File: src/rtl/timer_pkg.sv
// Shared definitions for the timer/counter blocks of this clock domain.
package timer_pkg;

  // Counter width shared with the free-running up-counter.
  localparam int unsigned DEFAULT_WIDTH = 12;

  // Countdown timer control states; busy/done are decoded from these.
  typedef enum logic [1:0] {
    IDLE   = 2'd0,
    RUN    = 2'd1,
    PAUSED = 2'd2,
    DONE   = 2'd3
  } timer_state_e;

endpackage : timer_pkg

File: src/rtl/countdown_timer.sv
// Programmable down-counter with a one-cycle terminal-count pulse and
// optional auto-reload. Command priority each cycle:
// reset > load > pause > start > tick.
module countdown_timer
  import timer_pkg::*;
#(
  parameter int unsigned WIDTH = DEFAULT_WIDTH
) (
  input  logic             clock,
  input  logic             reset,
  input  logic             load,
  input  logic [WIDTH-1:0] load_value,
  input  logic             start,
  input  logic             pause,
  input  logic             tick,
  input  logic             auto_reload,
  output logic [WIDTH-1:0] count_out,
  output logic             tc,
  output logic             busy,
  output logic             done
);

  timer_state_e     state_q, state_d;
  logic [WIDTH-1:0] count_q, count_d;
  logic [WIDTH-1:0] reload_q, reload_d;
  logic             tc_q, tc_d;

  // Next-state and datapath: load overrides everything, then per-state behaviour.
  always_comb begin
    // NOTE: every signal gets a default before any branch, so no path can
    // leave one unassigned and infer a latch.
    state_d  = state_q;
    count_d  = count_q;
    reload_d = reload_q;
    tc_d     = 1'b0;

    if (load) begin
      // Any concurrent tick is deliberately dropped.
      reload_d = load_value;
      count_d  = load_value;
      state_d  = IDLE;
    end else begin
      unique case (state_q)
        IDLE: begin
          // Starting from zero would run with nothing to count.
          if (!pause && start && (count_q != '0)) begin
            state_d = RUN;
          end
        end

        RUN: begin
          if (pause) begin
            state_d = PAUSED;
          end else if (tick) begin
            if (count_q == WIDTH'(1)) begin
              // Terminal tick; auto_reload matters only here.
              tc_d = 1'b1;
              if (auto_reload) begin
                count_d = reload_q;
              end else begin
                count_d = '0;
                state_d = DONE;
              end
            end else if (count_q > WIDTH'(1)) begin
              count_d = count_q - WIDTH'(1);
            end
          end
        end

        PAUSED: begin
          // Resuming costs one cycle: no decrement on the resume edge.
          if (start && !pause) begin
            state_d = RUN;
          end
        end

        DONE: begin
          count_d = '0;
          if (!pause && start && (reload_q != '0)) begin
            count_d = reload_q;
            state_d = RUN;
          end
        end

        default: state_d = IDLE;
      endcase
    end
  end

  // State and datapath registers with synchronous active-high reset.
  always_ff @(posedge clock) begin
    // NOTE: sequential state uses non-blocking assignments so every flop
    // samples the pre-edge values regardless of statement order.
    if (reset) begin
      state_q  <= IDLE;
      count_q  <= '0;
      reload_q <= '0;
      tc_q     <= 1'b0;
    end else begin
      state_q  <= state_d;
      count_q  <= count_d;
      reload_q <= reload_d;
      tc_q     <= tc_d;
    end
  end

  assign count_out = count_q;
  assign tc        = tc_q;
  assign busy      = (state_q == RUN) || (state_q == PAUSED);
  assign done      = (state_q == DONE);

endmodule : countdown_timer

File: config.mk
export PLATFORM = sky130hd
export DESIGN_NAME = countdown_timer
export DESIGN_NICKNAME = d
export VERILOG_FILES = /design/src/rtl/timer_pkg.sv /design/src/rtl/countdown_timer.sv
export SDC_FILE = /design/constraint.sdc
export NUM_CORES = 1
export LEC_CHECK = 0
export ABC_AREA = 1
export CORE_UTILIZATION = 57
export CTS_BUF_LIST = sky130_fd_sc_hd__clkbuf_16
export DETAILED_ROUTE_END_ITERATION = 6
export PLACE_DENSITY = 0.85
export SYNTH_ARGS = -nofsm -noshare
export SYNTH_HDL_FRONTEND = slang
export SYNTH_SLANG_ARGS = --single-unit
export TNS_END_PERCENT = 20
File: constraint.sdc
create_clock -name clock -period 3.4 [get_ports clock]
set_input_delay 0.34 -clock clock [delete_from_list [all_inputs] [get_ports clock]]
set_output_delay 0.34 -clock clock [all_outputs]
set_load 0.01 [all_outputs]
---- After elaboration in Yosys (flattened, before gate mapping) ----
Index checks and enable logic that the tools add are counted.
Widths: inputs -> output; s select.
operators by class
  add/subtract/negate cells ............... 1
  magnitude comparators ................... 1
  equal/unequal tests ..................... 13
  mux-type cells .......................... 17
  bitwise gates (word level) .............. 2
  reductions and logical operators ........ 13
operators with widths
  operator               number
  $mux 12                7
  $pmux 12 s2            1
  $reduce_bool 12->1     2
  $ne 3x3->1 const B     5
  $mux 2                 7
  $eq 12x1->1 const B    1
  $gt 12x1->1 const B    1
  $sub 12x1->12 const B  1
  $pmux 2 s4             1
  $reduce_and 6->1       1
  $reduce_or 5->1        1
  $eq 2x2->1 const B     2
  $ne 2x2->1 const B     2
  $ne 4x4->1 const B     1
  $reduce_and 4->1       1
  $logic_and 1x1->1      3
  $reduce_bool 3->1      1
  $eq 2x1->1 const B     1
  $logic_not 2->1        1
  $ne 2x1->1 const B     1
  $not 1->1              2
  $reduce_or 2->1        1
  $logic_not 1->1        1
  $logic_or 1x1->1       1
  $mux 1                 1
word-level totals
  register bits after elaboration ......... 27
  input port bits ......................... 19
  output and inout bits ................... 15
  logic and storage cells ................. 51

---- Depth between registers and ports, before layout ----
Gate-level depths: netlist of the first run.
  word-level depth ........................ 7
  mapped depth ............................ 12
  gate-level depth less buffers ........... 12

---- Worst setup path after synthesis of the first run ----
OpenSTA, ideal clock, no wires.
  kind .................................... register to register
  start point ............................. register count_q[1], in the netlist count_out[1]
  end point ............................... register count_q[3], in the netlist count_out[3]
  library setup time ...................... 0.115 ns
  arrival ................................. 1.498 ns
  data required time ...................... 3.285 ns
  setup slack ............................. 1.788 ns
  stages on the path, launching flop included .. 13
  path buffers ............................ 1
  period minus slack after synthesis ...... 1.612 ns
  path through ............................ dfxtp_1 > inv_1 > ha_1 > inv_1 > nor2_1 > nand2_1 > nor2_4 > nand4_4 > nand3_4 > buf_6 > nand2_1 > nor2_1 > nor2_1
on the way
  cells in the longest elaborated chain, start to end .. 7
  elaborated cells on any way between the ends .. 11
  classes of those cells .................. 1 x add/sub; 1 x order compare; 2 x eq/ne; 6 x mux; 1 x reduce/logical
ends and longest elaborated chain
  what                    RTL line                text
  from (decl)             countdown_timer.sv:24   logic [WIDTH-1:0] count_q, count_d;
  from (signal assigned)  countdown_timer.sv:101  count_q <= count_d;
  $sub 12x1->12           countdown_timer.sv:65   count_d = count_q - WIDTH'(1);
  $mux 12                 countdown_timer.sv:64   end else if (count_q > WIDTH'(1)) begin
  $mux 12                 countdown_timer.sv:55   if (count_q == WIDTH'(1)) begin
  $mux 12                 countdown_timer.sv:54   end else if (tick) begin
  $mux 12                 countdown_timer.sv:52   if (pause) begin
  $pmux 12 s2             countdown_timer.sv:43   unique case (state_q)
  $mux 12                 countdown_timer.sv:37   if (load) begin
Several ways; a longest one is shown, not always the timed one. The select of a mux whose other input is x is not followed.
A chain may end at the register's enable or synchronous reset.

---- Final worst setup path of the first run ----
  start point ............................. register state_q[1]
  end point ............................... output port done
on the way
  cells in the longest elaborated chain, start to end .. 1
ends and longest elaborated chain
  what                    RTL line                text
  from (decl)             countdown_timer.sv:23   timer_state_e state_q, state_d;
  from (signal assigned)  countdown_timer.sv:100  state_q <= state_d;
  $eq 2x2->1              countdown_timer.sv:110  assign done = (state_q == DONE);
  to (decl)               countdown_timer.sv:20   output logic done
No other way between the ends.

==> results of run 1 <==
-- routing by layer --
layer	global-route usage [%]	routed length, um	up-vias
met3	4.90	415	7
li1	-	-	1084
met1	45.3	2360	948
met4	6.31	42	0
met5	0	0	-
met2	50.7	2370	110
-- where the power goes --
part           internal (mW)  switching (mW)
registers              0.338          0.0256
logic                  0.111           0.161
clock network          0.158           0.110
-- synthesized netlist by cell type (3+ instances only) --
master    instances  area share (%)
nand3_1          15             3.9
nor2_4            4             2.3
clkbuf_1          5            0.97
o21ai_1           6             1.5
nor2_1           58              11
inv_1            36             7.0
nand3_2           3             1.5
inv_2             3            0.58
dfxtp_1          27              28
nand2_1         100              19
ha_1              6             3.9
o21ai_0           6             1.5
nand4_1          12             3.9
nor2_2            4             1.3
o22ai_1           9             2.9
a21oi_1          14             3.6
-- critical path, delay by kind of cell, from the launching register on --
family	cells	cell delay (ns)
adders and majority gates	1	0.51
buffers and inverters	1	0.64
DFF	1	0.38
-- layout make-up --
| type | count | area share, % |
|---|---|---|
| well taps | 44 | 2.32 |
| clock buffers | 3 | 3.17 |
| clock inverters | 1 | 0.158 |
| flip-flops and latches | 27 | 22.8 |
| multi-input cells | 248 | 51.1 |
| repair buffers | 33 | 13.9 |
| inverters | 41 | 6.49 |
-- per-stage QoR --
step / utilization, % / setup WS, ns / cells
floorplan: - / 1.79 / 323
global placement: 72.7 / 1.28 / 393
detailed placement: 72.7 / 1.23 / 393
CTS: 75.2 / 1.27 / 397
global route: 75.2 / 1.18 / 397
finish: 75.2 / 1.27 / 397
-- flip-flops by register name, indices dropped and copies added, names as in the netlist --
| register | flops |
|---|---|
| count_out | 12 |
| reload_q | 12 |
| state_q | 2 |
| tc | 1 |
-- logic make-up after synthesis --
kind of cell / after synthesis
adder cells (fa/ha/maj): 6
flip-flops: 27
AO/OA/AOI/OAI: 37
XOR/XNOR: 2
AND/OR/NAND/NOR: 203
buffers and inverters: 48
-- worst paths after layout --
path                   to  slack (ns)  depth (start not counted)
max                  done        1.27                          2
max reg2reg  count_out[7]        1.41                          7
min           reload_q[8]        0.50                          2
min reg2reg   reload_q[8]        0.50                          2
==> impl_metrics.toml, run 1 <==
[logic_synthesis]
synthCells = 323
synth_flop_cell = "dfxtp_1"
synth_xor_area_share_pct = 0.903
ys_seq_elements = 27
synth.distinct_cells = 28
synth_edf_count = 0
synthSimpleGateAreaFrac_pct = 47.2
ys_seq_area_share_pct = 27.9
synth-compound-area-share_pct = 10.4
synth_top_family_by_area = "simple AND/OR/NAND/NOR gates"
synth_fa_ha_area_share_pct = 3.87
syn-cell-area_mm2 = 0.00194
async_flop_share_pct = 0
yosysWarnings = 0
syn_nets = 348
synth.avg_cell_area_um2 = 6.01
synthMuxAreaShare_pct = 0

[clock_tree]
post_cts_resized = 0
htreeDepth = 1
path_clk_slew_ns = 0.07
clkLatencyLatePin_ns = 0.26
cts_tree = "built"
hold_buffers = 0
clockRootBuffer = "clkbuf_16"
post_cts_buffers = 0
cts-buffers-inserted = 3
clock_sinks = 27
clockBufferDepth = 2

[final_layout]
final_nets = 379
fillers = 281
antenna_cells = 0
regArea_um2 = 541
multiInputGateArea_mm2 = 0.00121
fin_area_mm2 = 0.00237
drive_gt1_share_pct = 6.52
final_common_cell = "nand2_1"
area_growth_pct = 22.1
final_cell_mix = "nand2_1, nor2_1, inv_1, clkdlybuf4s50_1, dfxtp_1"

[grt]
grt_antenna_before_repair = 0
grt_usage_pct = 31.7
grt_max_degree = 17
grt_overflow = 0
grt_pass1_wl_um = 8730
grt_pass1_vias = 1939

[critical_path]
crit_slowest_cell = "clkdlybuf4s50_1"
crit_path_start_kind = "register"
path_cells = "ha_1, clkdlybuf4s50_1"
end_kind = "primary output"
cpPeakStageDelay_ns = 0.64
path_max_fanout = 12
timing.critical_path.from = "state_q[1]"
critical_path_class = "register to primary output"
worstPathRequired_ns = 3.06
crit_arrival_ns = 1.79
rr_startpoint = "state_q[1]"

[timing]
holdWs_ns = 0.503
hold_violations = 0
rsz0062_at_grt = "no"
worstMarginPinSlew_ns = 0.613
slew_headroom_pct = 59.0
setup_tns_ns = 0
skew_ns = 0.00103
slew_viol_final = 0
post-route-min-period_ns = 2.13
setup_violations = 0
fmax_mhz = 469
period_share_pct = 62.7

[routing]
postRouteWirelength_um = 5180
vias = 2149
drtAntennaViolNets = 0
routedWlPerCell_um = 13.1
dr.pass1.iters = 6
drcViolationCount = 0
vias_per_cell = 5.41
drt_iter0_drc = 284

[placement]
place.gp.congestion = 0.909
dpl.hpwl_um = 4030
dpl_cell_area_mm2 = 0.00229
port-buffer-count = 33

[flow_run]
maxCapViolCount = 0

[power_and_ir_drop]
ir_worst_vdd_mv = 0.219
power_density_mw_per_mm2 = 381
p_leak_nw = 1.13
finalPower_mw = 0.902

[die]
floorplan.rows = 20
ios = 34
die_x_um = 60.4
die_h_um = 60.4
core-area_mm2 = 0.00315
die-area_mm2 = 0.00364
start_util_pct = 61.5

[hold_path]
hold_path.class = "register to register"
hp-start = "reload_q[8]"

[status]
status = "completed"
(Power assumes the default switching activity.)
==> run 2, diff against run 1 <==
--- a/config.mk
+++ b/config.mk
@@ -6,10 +6,10 @@
 export NUM_CORES = 1
 export LEC_CHECK = 0
 export ABC_AREA = 1
-export CORE_UTILIZATION = 57
+export CORE_UTILIZATION = 48
 export CTS_BUF_LIST = sky130_fd_sc_hd__clkbuf_16
 export DETAILED_ROUTE_END_ITERATION = 6
-export PLACE_DENSITY = 0.85
+export PLACE_DENSITY = 0.77
 export SYNTH_ARGS = -nofsm -noshare
 export SYNTH_HDL_FRONTEND = slang
 export SYNTH_SLANG_ARGS = --single-unit
==> constraint.sdc (replaced) <==
create_clock -name clock -period 1.85 [get_ports clock]
set_input_delay 0.185 -clock clock [delete_from_list [all_inputs] [get_ports clock]]
set_output_delay 0.185 -clock clock [all_outputs]
set_load 0.01 [all_outputs]
==> impl_metrics.toml, run 2 (synthesized netlist as in run 1, its figures left out) <==
[status]
status = "completed"

[timing]
worstMarginPinSlew_ns = 0.455
slew_viol_final = 0
skew_ns = 0.00303
setup_tns_ns = 0
hold_violations = 0
post-route-min-period_ns = 1.78
period_share_pct = 96.1
fmax_mhz = 562
slew_headroom_pct = 69.6
setup_violations = 0
rsz0062_at_grt = "yes"

[critical_path]
crit_path_start_kind = "register"
critical_path_class = "register to primary output"
worstPathRequired_ns = 1.66
crit_arrival_ns = 1.59
path_max_fanout = 3
end_kind = "primary output"
rr_worst_depth = 11

[die]
floorplan.rows = 22
ios = 34
die-area_mm2 = 0.00430
core-area_mm2 = 0.00377
start_util_pct = 51.5
die_h_um = 65.6
die_x_um = 65.6

[routing]
vias_per_cell = 5.37
routedWlPerCell_um = 13.9
dr.pass1.iters = 5
postRouteWirelength_um = 5790
drt_iter0_drc = 278
drcViolationCount = 0
drtAntennaViolNets = 0
vias = 2229

[final_layout]
multiInputGateArea_mm2 = 0.00128
final_nets = 393
regArea_um2 = 543
fillers = 336
antenna_cells = 0
final_common_cell = "nand2_1"
area_growth_pct = 30.9
postLayoutCoreUtil_pct = 67.4
drive_gt1_share_pct = 12.3
final_cell_mix = "nand2_1, nor2_1, inv_1, clkdlybuf4s50_1, dfxtp_1"

[clock_tree]
clockRootBuffer = "clkbuf_16"
htreeDepth = 1
path_clk_slew_ns = 0.07
cts-buffers-inserted = 3
clkLatencyLatePin_ns = 0.26
clockBufferDepth = 2
cts_tree = "built"
clock_sinks = 27

[hold_path]
hold_path.class = "register to register"
min_path_cells = 2

[grt]
grtUsageMet2_pct = 44.7
grt_antenna_before_repair = 0
grt_pass1_wl_um = 9240
grt_max_degree = 15
grtUsageMet1_pct = 39.2
grt_overflow = 0
grt_busiest_layer = "met2"
grt_usage_pct = 27.9
grt_pass1_vias = 1916
met3_usage_pct = 3.30

[placement]
place.gp.congestion = 0.893
port-buffer-count = 33
dpl.hpwl_um = 4160

[power_and_ir_drop]
power_density_mw_per_mm2 = 674
ir_worst_vdd_mv = 0.403
p_leak_nw = 1.21

[flow_run]
maxCapViolCount = 0
## run 2: cell count changes in the layout (fill, tap and decap cells not counted), sizes merged
cell   previous run  this run
buf               0        12
nand3            19        20
nand4            13        14
## run 2: layout make-up
cell class	instances	area share (%)
tap	48	2.36
clock inverter	1	0.148
multi-input combinational	250	50.5
timing repair buffer	45	16.6
sequential	27	21.4
clock buffer	3	2.96
inverter	41	6.06
## run 2: critical path: stages, from the launching register on
cell and delay (ns):
dfxtp_1 0.41, inv_1 0.11, ha_1 0.28, clkdlybuf4s50_1 0.52
## run 2: power by group
group | leakage, nW | switching [mW] | total [mW] | internal, mW
logic | 0.939 | 0.321 | 0.548 | 0.228
clock network | 0.0423 | 0.203 | 0.492 | 0.290
registers | 0.224 | 0.0485 | 0.670 | 0.622
## run 2: final timing paths
path	startpoint	end	slack, ns
worst max-delay path	state_q[0]	busy	0.07
worst min register to register	reload_q[8]	reload_q[8]	0.49
worst min-delay path	reload_q[8]	reload_q[8]	0.49
worst max register to register	count_out[1]	count_out[8]	0.09
## run 2: what timing repair did
action	4_1_cts	5_1_grt
gates resized for setup	1	12
pin swaps	0	3
buffers inserted	0	3
setup endpoints to repair	1	12
hold buffers	0	0
gates cloned	0	2
## run 2: through the flow
step / cells / power, mW / hold WS (ns) / instance area [um^2] / worst slack [ns]
6_report: 415 / 1.71 / 0.492 / 2540 / 0.0721
3_3_place_gp: 406 / 1.18 / 0.470 / 2360 / 0.117
3_5_place_dp: 406 / 1.19 / 0.476 / 2360 / 0.0877
5_1_grt: 415 / 1.81 / 0.513 / 2540 / -0.0155
4_1_cts: 410 / 1.68 / 0.486 / 2440 / 0.0340
2_1_floorplan: 323 / 1.00 / 0.299 / 1940 / 0.238
## run 2: routing by layer
| layer | vias to the layer above | share of wire, % |
|---|---|---|
| li1 | 1116 | - |
| met1 | 999 | 44 |
| met2 | 106 | 47 |
| met3 | 8 | 7.7 |
| met4 | 0 | 1.4 |
| met5 | - | 0 |
